[src/rtl/ones_density_mon_if.sv]
// Event port of the ones-density monitor: timestamped alarm transitions
// handed to control/CSR logic over a single-entry valid/ready register.
interface ones_density_mon_if #(
    parameter int TS_W = 16
);
    logic            evt_valid;
    logic            evt_ready;
    logic            evt_type;
    logic [TS_W-1:0] evt_ts;
    logic            evt_ovf;

    modport master (
        output evt_valid,
        output evt_type,
        output evt_ts,
        output evt_ovf,
        input  evt_ready
    );

    modport slave (
        input  evt_valid,
        input  evt_type,
        input  evt_ts,
        input  evt_ovf,
        output evt_ready
    );
endinterface

[src/rtl/ones_density_mon.sv]
// Monitors per-cycle popcount totals: interval min/max, a dwell-debounced
// hysteresis alarm, and timestamped alarm assert/release events.
module ones_density_mon #(
    parameter int WORD_SIZE = 256,
    parameter int BIT_RES   = $clog2(WORD_SIZE * 8),
    parameter int DWELL_W   = 8,
    parameter int TS_W      = 16
) (
    input  logic               clk,
    input  logic               rst_n,
    input  logic [BIT_RES-1:0] ones,
    input  logic               en,
    input  logic [BIT_RES-1:0] hi_thr,
    input  logic [BIT_RES-1:0] lo_thr,
    input  logic [DWELL_W-1:0] dwell,
    input  logic               stat_clr,
    output logic               alarm,
    output logic [BIT_RES-1:0] max_ones,
    output logic [BIT_RES-1:0] min_ones,
    ones_density_mon_if.master evt
);

    typedef enum logic [1:0] {
        NORMAL,
        ARMING,
        ALARM,
        CLEARING
    } state_t;

    state_t             state_q, state_d;
    logic [DWELL_W-1:0] cnt_q, cnt_d;
    logic [TS_W-1:0]    ts_q;
    logic               hi, lo;
    logic               fire, fire_type;
    logic               load, drop, accept;

    assign hi = en & (ones > hi_thr);
    assign lo = en & (ones < lo_thr);

    always_ff @(posedge clk or negedge rst_n) begin
        if (!rst_n) begin
            state_q <= NORMAL;
            cnt_q   <= '0;
        end else begin
            state_q <= state_d;
            cnt_q   <= cnt_d;
        end
    end

    always_comb begin
        state_d   = state_q;
        cnt_d     = cnt_q;
        fire      = 1'b0;
        fire_type = 1'b0;
        case (state_q)
            NORMAL: begin
                if (hi) begin
                    if (dwell == '0) begin
                        state_d   = ALARM;
                        fire      = 1'b1;
                        fire_type = 1'b1;
                    end else begin
                        state_d = ARMING;
                        cnt_d   = DWELL_W'(1);
                    end
                end
            end
            ARMING: begin
                if (hi) begin
                    if (cnt_q == dwell) begin
                        state_d   = ALARM;
                        fire      = 1'b1;
                        fire_type = 1'b1;
                    end else begin
                        cnt_d = cnt_q + DWELL_W'(1);
                    end
                end else if (en) begin
                    state_d = NORMAL;
                end
            end
            ALARM: begin
                if (lo) begin
                    if (dwell == '0) begin
                        state_d = NORMAL;
                        fire    = 1'b1;
                    end else begin
                        state_d = CLEARING;
                        cnt_d   = DWELL_W'(1);
                    end
                end
            end
            CLEARING: begin
                if (lo) begin
                    if (cnt_q == dwell) begin
                        state_d = NORMAL;
                        fire    = 1'b1;
                    end else begin
                        cnt_d = cnt_q + DWELL_W'(1);
                    end
                end else if (en) begin
                    state_d = ALARM;
                end
            end
            default: state_d = NORMAL;
        endcase
    end

    assign alarm = (state_q == ALARM) || (state_q == CLEARING);

    always_ff @(posedge clk or negedge rst_n) begin
        if (!rst_n) ts_q <= '0;
        else        ts_q <= ts_q + TS_W'(1);
    end

    // A slot being drained this cycle may be refilled; otherwise a new event is lost.
    assign accept = evt.evt_valid & evt.evt_ready;
    assign load   = fire & (~evt.evt_valid | evt.evt_ready);
    assign drop   = fire & ~load;

    always_ff @(posedge clk or negedge rst_n) begin
        if (!rst_n) begin
            evt.evt_valid <= 1'b0;
            evt.evt_type  <= 1'b0;
            evt.evt_ts    <= '0;
            evt.evt_ovf   <= 1'b0;
        end else begin
            if (load) begin
                evt.evt_valid <= 1'b1;
                evt.evt_type  <= fire_type;
                evt.evt_ts    <= ts_q;
            end else if (accept) begin
                evt.evt_valid <= 1'b0;
            end
            if (drop)          evt.evt_ovf <= 1'b1;
            else if (stat_clr) evt.evt_ovf <= 1'b0;
        end
    end

    always_ff @(posedge clk or negedge rst_n) begin
        if (!rst_n) begin
            max_ones <= '0;
            min_ones <= '1;
        end else if (stat_clr) begin
            max_ones <= en ? ones : '0;
            min_ones <= en ? ones : '1;
        end else if (en) begin
            if (ones > max_ones) max_ones <= ones;
            if (ones < min_ones) min_ones <= ones;
        end
    end

endmodule

[src/flat_wrapper.sv]
// flat-port wrapper written by rule: the top's interface ports become plain ports
module ones_density_mon_flat 
#(
    parameter int WORD_SIZE = 256,
    parameter int BIT_RES   = $clog2(WORD_SIZE * 8),
    parameter int DWELL_W   = 8,
    parameter int TS_W      = 16
)
  (clk, rst_n, ones, en, hi_thr, lo_thr, dwell, stat_clr, alarm, max_ones, min_ones, evt_evt_valid, evt_evt_type, evt_evt_ts, evt_evt_ovf, evt_evt_ready);
  ones_density_mon_if #(.TS_W(TS_W)) evt_i ();
  input  logic clk;
  input  logic rst_n;
  input  logic [BIT_RES-1:0] ones;
  input  logic en;
  input  logic [BIT_RES-1:0] hi_thr;
  input  logic [BIT_RES-1:0] lo_thr;
  input  logic [DWELL_W-1:0] dwell;
  input  logic stat_clr;
  output logic alarm;
  output logic [BIT_RES-1:0] max_ones;
  output logic [BIT_RES-1:0] min_ones;
  output wire logic [$bits(evt_i.evt_valid)-1:0] evt_evt_valid;
  output wire logic [$bits(evt_i.evt_type)-1:0] evt_evt_type;
  output wire logic [$bits(evt_i.evt_ts)-1:0] evt_evt_ts;
  output wire logic [$bits(evt_i.evt_ovf)-1:0] evt_evt_ovf;
  input wire logic [$bits(evt_i.evt_ready)-1:0] evt_evt_ready;
  assign evt_evt_valid = evt_i.evt_valid;
  assign evt_evt_type = evt_i.evt_type;
  assign evt_evt_ts = evt_i.evt_ts;
  assign evt_evt_ovf = evt_i.evt_ovf;
  assign evt_i.evt_ready = evt_evt_ready;
  ones_density_mon #(.WORD_SIZE(WORD_SIZE), .BIT_RES(BIT_RES), .DWELL_W(DWELL_W), .TS_W(TS_W)) u_core (.clk(clk), .rst_n(rst_n), .ones(ones), .en(en), .hi_thr(hi_thr), .lo_thr(lo_thr), .dwell(dwell), .stat_clr(stat_clr), .alarm(alarm), .max_ones(max_ones), .min_ones(min_ones), .evt(evt_i));
endmodule
[config.mk]
export PLATFORM = sky130hd
export DESIGN_NAME = ones_density_mon_flat
export DESIGN_NICKNAME = d
export VERILOG_FILES = /design/src/rtl/ones_density_mon_if.sv /design/src/rtl/ones_density_mon.sv /design/src/flat_wrapper.sv
export SDC_FILE = /design/constraint.sdc
export NUM_CORES = 1
export LEC_CHECK = 0
export CAP_MARGIN = 10
export CORE_MARGIN = 2
export CORE_UTILIZATION = 51
export DETAILED_ROUTE_END_ITERATION = 16
export HOLD_SLACK_MARGIN = 0.08
export PLACE_DENSITY = 0.8
export RECOVER_POWER = 50
export SLEW_MARGIN = 10
export SYNTH_ARGS = -nofsm -noshare
export SYNTH_HDL_FRONTEND = slang
export SYNTH_SLANG_ARGS = --single-unit
export TNS_END_PERCENT = 50
[constraint.sdc]
create_clock -name clk -period 3 [get_ports clk]
set_input_delay 0.3 -clock clk [delete_from_list [all_inputs] [get_ports clk]]
set_output_delay 0.3 -clock clk [all_outputs]
set_load 0.01 [all_outputs]
; ---- Word level (Yosys, flattened, before mapping)
; Cells that the tools add are included.
[totals]
ff_bits = 67
latch_bits = 0
ram_bits = 0
romBits = 0
in_bits = 46
out_inout_bits = 42
mem_count = 0
[op_classes]
add_sub_neg = 2
mul = 0
div_mod_pow = 0
n_lt_le_gt_ge = 4
n_eq_ne = 12
shifts = 0
n_mux = 38
n_bitwise = 8
reduce_logical = 12
[op_table]
columns = cell, count
row1 = 11-bit two-way mux, 8
row2 = 8-bit two-way mux, 6
row3 = 8-bit one-hot mux with 4 select lines, 1
row4 = 11-bit > comparator, 2
row5 = 11-bit less-than comparator, 2
row6 = 2-bit two-way mux, 10
row7 = "16-bit by 1-bit adder with 16-bit output, second input constant", 1
row8 = 1-bit two-way mux, 10
row9 = 2-bit nonzero test, 5
row10 = "8-bit by 1-bit adder with 8-bit output, second input constant", 1
row11 = 8-bit equality test, 1
row12 = 8-bit zero test, 1
row13 = "2-bit by 1-bit != test with 1-bit output, second input constant", 4
row14 = 2-bit one-hot mux with 4 select lines, 1
row15 = "3-bit by 2-bit != test with 1-bit output, second input constant", 2
row16 = "3-bit != test, second input constant", 2
row17 = 6-bit AND reduction, 1
row18 = 1-bit bitwise AND, 5
row19 = "2-bit equality test, second input constant", 2
row20 = 1-bit one-hot mux with 4 select lines, 1
row21 = 2-bit AND reduction, 2
row22 = 4-bit AND reduction, 1
row23 = "2-bit by 1-bit equality test with 1-bit output, second input constant", 1
row24 = 2-bit zero test, 1
row25 = other kinds (4), 5

; ---- Longest topological paths before layout
; Gate-level depths: netlist of the first run.
[logic_depth]
word_depth = 8
mapped_depth = 9
depth_no_buf = 8

; ---- Worst setup path before layout of the first run
; No wires, ideal clock.
[synth_timing]
path_kind = input-to-reg
from = input port hi_thr[10]
to = register u_core.evt.evt_ts[10]
setup_time_ns = 0.125
arrival_time_ns = 2.294
t_required_ns = 2.875
slack_ns = 0.581
stages = 9
cell_sequence = inv_1 -> ha_1 -> nand3_2 -> nor3_4 -> a41o_1 -> a211o_2 -> a211oi_4 -> buf_12 -> mux2_4
[synth_via]
elab_chain_len = 5
[synth_lines]
columns = item, line_no
row1 = from (decl), flat_wrapper.sv:15  ; input logic [BIT_RES-1:0] hi_thr;
row2 = 11-bit > comparator (*), ones_density_mon.sv:37  ; assign hi = en & (ones > hi_thr);
row3 = 1-bit bitwise AND (*), ones_density_mon.sv:37
row4 = 1-bit two-way mux (on tied branches), "ones_density_mon.sv:69, ones_density_mon.sv:57"
row5 = 1-bit one-hot mux with 4 select lines (*), ones_density_mon.sv:55  ; case (state_q)
row6 = 1-bit bitwise AND (*), ones_density_mon.sv:117  ; assign load = fire & (~evt.evt_valid | evt.evt_ready);
row7 = to (signal assigned), ones_density_mon.sv:130  ; evt.evt_ts <= ts_q;
row8 = to (decl), ones_density_mon_if.sv:15  ; output evt_ts,
; Mark *: on every way between the ends. The rest lies on a longest branch, timed or not.
; A chain may end at the register's enable or synchronous reset.

; ---- Worst setup path in the final report of the first run
[layout_timing]
from = input port ones[8]
to = register u_core.evt.evt_ts[2]
[layout_via]
elab_chain_len = 5
[layout_lines]
columns = item, line_no
row1 = from (decl), flat_wrapper.sv:13  ; input logic [BIT_RES-1:0] ones;
row2 = 11-bit less-than comparator or 11-bit > comparator (tied branches), "ones_density_mon.sv:38, ones_density_mon.sv:37"
row3 = 1-bit bitwise AND (on tied branches), "ones_density_mon.sv:38, ones_density_mon.sv:37"
row4 = 1-bit two-way mux (on tied branches), n/a
row5 = 1-bit one-hot mux with 4 select lines (*), ones_density_mon.sv:55
row6 = 1-bit bitwise AND (*), ones_density_mon.sv:117
; Marks and branches as above.

==> reports/results.txt, run 1 <==
Crit path capture type: register
Io pins: 88
CTS tree: done
Final hold violations: 0
Fmax: 0.382 GHz
Initial antenna violation count: 0
CTS max path bufs: 2
Dpl cell area: 5180 µm²
Routed len/inst: 16.0 µm
CP peak stage delay: 0.47 ns
Mapped Nets: 483
Hold crit path type: reg2reg
Count of different cell masters after synthesis: 52
Layout fillers: 577
Largest net degree at the start of global routing: 49
Violated checks: max-capacitance violations, max-slew violations
Worst Path Required: 3.23 ns
First DRT Iteration DRCs: 175
Die ar.: 8700 µm²
Worst setup startpoint: ones[8]
Crit-path cells: clkdlybuf4s50_1 -> ha_1 -> a21o_1 -> a21o_1 -> a211oi_1 -> o21ai_2 -> a211oi_4 -> buf_12 -> mux2_2
GPL Wtd Cong: 0.848
Power density over the cells: 509 nW/µm²
Initial Util: 52.6%
Row Count: 32
Via density: 5.37
Critical path arrival: 2.84 ns
GRT overflow: 0
Routed wire length: 9.72 mm
Clk_skew: 0.00618 ns
Fraction of layout instances using a drive strength above 1: 14.4%
CTS root buf: clkbuf_8
Fin crit period: 2.62 ns
First-pass GRT wire length: 16.2 mm
Total CTS buffers: 9
Kind of cell adding the most delay to the critical path: compound AO/OA/AOI/OAI gates
Post-DP HPWL: 7.35 mm
DR DRC count: 0
Synth warn: 0
Placed insts: 593
Post-route clock period utilization: 87.3%
Core Footprint: 7730 µm²
Crit path launch type: primary input
Post-CTS sizing: 0
Slew headroom: -70.6%
Chip Width: 93.3 µm
VDD IR max: 0.289 mV
Leakage: 2.63 nW
Post-synthesis sequential area ratio: 41.6%
Status: finished, violations left
Post-CTS repair timing setup buffer count: 0
Setup violators final: 0
Final Max Slew Viols: 49
Most common flop cell mapped by yosys: dfrtp_1
ANT cells: 0
CP max-delay cell: clkdlybuf4s50_1
TNS Setup: 0 ns
Initial DRT Pass Iterations: 4
Hold path start: u_core.ts_q[15]$_DFF_PN0_
Async SR Flop Fraction: 100%
Die span in y: 93.3 µm
Clock latency on the worst-skew pair: 0.34 ns
Via count: 3271
Reg2reg start: u_core.max_ones[4]$_DFFE_PN0P_
Non-Filler Instances: 609
Worst Path Buf+Inv: 2
Synth Instances: 393
CP most frequent cell: a21o_1
Total power: 0.00275 W
Worst slew pin tran: 2.56 ns
Overall routing resource usage: 23.7%
Htree depth: 3
Post-Syn Area: 4060 µm²
Clk slew on worst S/H paths: 0.08 ns
Port Buf Inserts: 87
Max-Cap Viols: 1
Design area: 5410 µm²
#FFs+latches synth: 67
Synth-to-layout area growth: 33.2%
Vias in the first global route: 3341
Post-CTS Hold Buffers: 0
Max FO, Critical Path: 17
RSZ-0062 raised after global routing: no
Clock sinks: 67
Syn Area/Cell: 10.3 µm²
Detail Route Antenna Nets: 0
Post-synth EDFFs: 0
Fin nets: 592
CP Class: in2reg
stage by stage:
stage	worst slack, ns	hold slack [ns]	utilization, %
after CTS	0.399	0.176	70.2
final	0.381	0.500	70.1
after global routing	0.263	0.514	70.1
after detailed placement	0.0632	0.484	67.0
after floorplan	0.581	0.00441	-
after global placement	0.0925	0.461	67.0
final cells by class:
cell class / count / area (µm²) / share of cell area [%]
clock inverter: 6 / 113 / 2.08
multi-input combinational: 261 / 2110 / 39.0
inverter: 56 / 210 / 3.88
tap: 102 / 128 / 2.36
timing repair buffer: 107 / 1030 / 19.1
clock buffer: 10 / 128 / 2.36
sequential: 67 / 1690 / 31.2
metal layers:
| layer | vias to the layer above | part of all wire (%) | track usage, % |
|---|---|---|---|
| li1 | 1606 | - | - |
| met1 | 1547 | 47 | 34.2 |
| met2 | 100 | 45 | 36.2 |
| met3 | 18 | 6.2 | 4.35 |
| met4 | 0 | 1.8 | 7.84 |
| met5 | - | 0 | 0 |
synth_stat cells, types with 2 or more instances:
| library cell | count | area, µm² |
|---|---|---|
| nand4_1 | 8 | 50.1 |
| clkbuf_1 | 7 | 26.3 |
| nand3_1 | 18 | 90.1 |
| nor3_1 | 5 | 25.0 |
| mux2_2 | 10 | 113 |
| o21ai_0 | 10 | 50.1 |
| ha_1 | 44 | 551 |
| nor2_1 | 23 | 86.3 |
| a22o_1 | 11 | 96.3 |
| a211oi_1 | 5 | 37.5 |
| o41ai_1 | 2 | 17.5 |
| a21o_1 | 6 | 45.0 |
| xor2_1 | 5 | 43.8 |
| xnor2_1 | 17 | 149 |
| dfstp_2 | 11 | 289 |
| nand2b_1 | 3 | 18.8 |
| o211ai_1 | 8 | 60.1 |
| and3_1 | 5 | 31.3 |
| o31ai_1 | 3 | 22.5 |
| or3_1 | 2 | 12.5 |
| mux2i_1 | 11 | 110 |
| dfrtp_1 | 56 | 1400 |
| nor4_1 | 2 | 12.5 |
| mux2_4 | 9 | 135 |
| a21oi_1 | 12 | 60.1 |
| inv_1 | 56 | 210 |
| nand2_1 | 17 | 63.8 |
| nor2b_1 | 3 | 18.8 |
cells in the final DEF, fill, tap and decap left out, types with 2 or more instances in the layout:
master and count:
buf_12 2, o41ai_1 2, ha_1 44, dlygate4sd3_1 8
nor2_1 23, and3_1 5, o211ai_1 8, inv_1 56
nand2b_1 3, clkbuf_1 3, dfstp_2 11, a21o_1 6
dfrtp_1 56, nand4_1 8, bufinv_16 3, xor2_1 5
xnor2_1 17, clkdlybuf4s50_1 78, mux2_2 10, or3_1 2
clkbuf_8 9, nand2_1 17, buf_4 16, a21oi_1 12
o31ai_1 3, mux2i_1 11, o21ai_0 10, a211oi_1 5
nor3_1 5, nand3_1 18, nor2b_1 3, a22o_1 11
mux2_4 9, nor4_1 2
state kept, by name (all words and copies together), names as in the netlist:
signal / count
u_core.evt.evt_valid: 1
u_core.max_ones: 11
u_core.evt.evt_ovf: 1
u_core.cnt_q: 8
u_core.evt.evt_ts: 16
u_core.ts_q: 16
u_core.state_q: 2
u_core.min_ones: 11
u_core.evt.evt_type: 1
worst paths after layout:
kind / end / slack (ns) / cells past startpoint
max: u_core.evt.evt_ts[2]$_DFFE_PN0P_ / 0.38 / 9
min: u_core.ts_q[15]$_DFF_PN0_ / 0.50 / 1
max reg2reg: u_core.max_ones[1]$_DFFE_PN0P_ / 0.73 / 9
min reg2reg: u_core.ts_q[15]$_DFF_PN0_ / 0.50 / 1
max in group asynchronous: u_core.min_ones[7]$_DFFE_PN1P_ / 0.72 / 2
min in group asynchronous: u_core.max_ones[3]$_DFFE_PN0P_ / 0.75 / 1
power by group:
| part | switching (W) | total, W | internal [W] |
|---|---|---|---|
| Clock | 0.000372 | 0.000927 | 0.000556 |
| Combinational | 0.000333 | 0.000698 | 0.000365 |
| Sequential | 0.000119 | 0.00113 | 0.00101 |
| Total | 0.000823 | 0.00275 | 0.00193 |
kinds of logic after synthesis:
family | count (synthesis) | synth area share, %
AOI/OAI and AO/OA | 72 | 13.3
xor gates and xnor gates | 22 | 4.74
adders and majority gates | 44 | 13.5
buffers and inverters | 65 | 6.43
DFF | 67 | 41.6
muxes | 30 | 8.81
and+or+nand+nor | 93 | 11.6
Power figures use the tool's default switching activity.
==> run 2, diff against run 1 <==
==> constraint.sdc (replaced) <==
create_clock -name clk -period 2.9 [get_ports clk]
set_input_delay 0.29 -clock clk [delete_from_list [all_inputs] [get_ports clk]]
set_output_delay 0.29 -clock clk [all_outputs]
set_load 0.01 [all_outputs]
==> run 2 against run 1 <==
Compared with the run above:
- the flow still finishes with violations (max-capacitance violations, max-slew violations)
- hold slack got worse by 0.076 ns
- wire length rose by 2.1%
- worst setup slack got worse by 0.055 ns
- combinational power rose by 4.2%
- non-clock buffer count rose by 3
- count of clock-buffer cells in the layout fell by 1
- cell area fell by 0.72%
- flip-flop and latch count did not move
- highest routed layer unchanged
==> reports/results.txt, run 2 (synthesized netlist as in run 1, its figures left out) <==
Status: finished, violations left (unchanged)
Violated checks: max-capacitance violations, max-slew violations (unchanged)
Post-CTS repair timing setup buffer count: 0 (unchanged)
First DRT Iteration DRCs: 120 (was 175)
Io pins: 88 (unchanged)
CTS root buf: clkbuf_8 (unchanged)
Row Count: 32 (unchanged)
Detail Route Antenna Nets: 0 (unchanged)
Initial DRT Pass Iterations: 4 (unchanged)
Initial Util: 52.6% (unchanged)
Combinational share of power: 27.9% (was 25.3%)
Chip Width: 93.3 µm (unchanged)
Design area: 5380 µm² (was 5410 µm²)
GPL Wtd Cong: 0.890 (was 0.848)
Fmax: 0.388 GHz
Overall routing resource usage: 24.3% (was 23.7%)
Post-route clock period utilization: 88.8%
CTS tree: done (unchanged)
Max-Cap Viols: 1 (unchanged)
Final Max Slew Viols: 68 (was 49)
Crit path capture type: register (unchanged)
Post-CTS Hold Buffers: 0 (unchanged)
Clk slew on worst S/H paths: 0.08 ns (about the same)
CP Class: in2reg (unchanged)
VDD IR max: 0.272 mV (was 0.289 mV)
Leading cell types in the layout, fill and taps excluded: clkdlybuf4s50_1, inv_1, dfrtp_1 (unchanged)
Clock sinks: 67 (unchanged)
Core Footprint: 7730 µm² (unchanged)
Port Buf Inserts: 87 (unchanged)
Reg2reg start: u_core.max_ones[1]$_DFFE_PN0P_ (was u_core.max_ones[4]$_DFFE_PN0P_)
Post-DP HPWL: 7.55 mm (was 7.35 mm)
Via count: 3349 (was 3271)
Post-CTS sizing: 0 (unchanged)
Clock power share: 27.3% (was 33.7%)
Int Pwr: 0.00174 W (was 0.00193 W)
Worst Path Required: 3.13 ns (was 3.23 ns)
Fin nets: 595 (was 592)
Final hold violations: 0 (unchanged)
Fraction of layout instances using a drive strength above 1: 15.5% (was 14.4%)
Leakage: 2.62 nW (was 2.63 nW)
Via density: 5.47 (was 5.37)
Synth-to-layout area growth: 32.3% (was 33.2%)
Setup violators final: 0 (unchanged)
Die ar.: 8700 µm² (unchanged)
GRT overflow: 0 (unchanged)
TNS Setup: 0 ns (unchanged)
Worst slew pin tran: 1.64 ns (was 2.56 ns)
Commonest non-fill, non-tap cell in the layout: clkdlybuf4s50_1 (unchanged)
Routed wire length: 9.92 mm (was 9.72 mm)
Hold crit path type: in2async (was reg2reg)
Largest net degree at the start of global routing: 68 (was 49)
Switching share of power: 33.1% (was 29.9%)
Total power: 0.00260 W (was 0.00275 W)
Sequential share of power: 44.8% (was 41.0%)
Reg2reg end: u_core.max_ones[4]$_DFFE_PN0P_ (was u_core.max_ones[1]$_DFFE_PN0P_)
Power density over the cells: 484 nW/µm² (was 509 nW/µm²)
Largest registers: u_core.evt.evt_ts x16, u_core.ts_q x16 (unchanged)
Dpl cell area: 5200 µm² (was 5180 µm²)
Reg2reg setup slack: 0.61 ns (was 0.73 ns)
Clock latency on the worst-skew pair: 0.35 ns (was 0.34 ns)
Max FO, Critical Path: 17 (unchanged)
Slew headroom: -9.50% (was -70.6%)
Crit path launch type: primary input (unchanged)
Total CTS buffers: 9 (unchanged)
Final Util: 69.6% (was 70.1%)
Clk_skew: 0.00908 ns (was 0.00618 ns)
Fin crit period: 2.57 ns
Die span in y: 93.3 µm (unchanged)
P_sw: 0.000863 W (was 0.000823 W)
Vias in the first global route: 3419 (was 3341)
Initial antenna violation count: 0 (unchanged)
RSZ-0062 raised after global routing: no (unchanged)
Htree depth: 3 (unchanged)
ANT cells: 0 (unchanged)
Routed len/inst: 16.2 µm (was 16.0 µm)
CTS max path bufs: 2 (unchanged)
FF-to-FF path depth: 9 (unchanged)
DR DRC count: 0 (unchanged)
Critical path arrival: 2.81 ns (was 2.84 ns)
First-pass GRT wire length: 16.5 mm (was 16.2 mm)
-- run 2: worst max path at each step --
stage | cells after the start | endpoint | slack [ns] | from
detailed placement | 9 | u_core.evt.evt_ts[3]$_DFFE_PN0P_ | 0.008 | ones[7]
finish | 9 | u_core.evt.evt_ts[3]$_DFFE_PN0P_ | 0.33 | ones[8]
CTS | 9 | u_core.evt.evt_ts[3]$_DFFE_PN0P_ | 0.33 | ones[8]
global placement | 9 | u_core.evt.evt_ts[0]$_DFFE_PN0P_ | 0.03 | ones[8]
floorplan | 9 | u_core.evt.evt_ts[10]$_DFFE_PN0P_ | 0.49 | hi_thr[10]
global route | 9 | u_core.evt.evt_ts[3]$_DFFE_PN0P_ | 0.21 | ones[8]
-- run 2: power by group through the flow --
stage	combinational [W]	sequential, W	clock (W)
finish	0.000727	0.00117	0.000710
global route	0.000812	0.00118	0.000759
CTS	0.000730	0.00116	0.000722
detailed placement	0.000723	0.00118	0
global placement	0.000692	0.00118	0
floorplan	0.000400	0.00116	0
-- run 2: per-layer routing --
layer	GRT usage, %	vias to the layer above	routed length [µm]
li1	-	1610	-
met1	33.2	1628	4520
met2	38.7	97	4630
met3	5.32	14	620
met4	7.60	0	150
met5	0	-	0
-- run 2: final cells by class --
class	count	area, µm²
clock buffer	9	124
clock inverter	7	50.0
fill	579	2350
inverter	56	210
multi-input combinational	261	2110
sequential	67	1690
tap	102	128
timing repair buffer	110	1060
-- run 2: worst max-delay path: stages --
cell	delay, ns
clkdlybuf4s50_1	0.47
ha_1	0.34
a21o_1	0.16
a21o_1	0.18
a211oi_1	0.39
o21ai_2	0.16
a211oi_4	0.26
buf_12	0.20
mux2_2	0.35
-- run 2: through the flow --
step                instances  setup slack, ns  hold WS [ns]
finish                    612            0.326         0.424
global placement          596           0.0333         0.460
detailed placement        596          0.00809         0.466
floorplan                 393            0.491      -0.00559
global route              612            0.213         0.501
CTS                       612            0.329         0.159
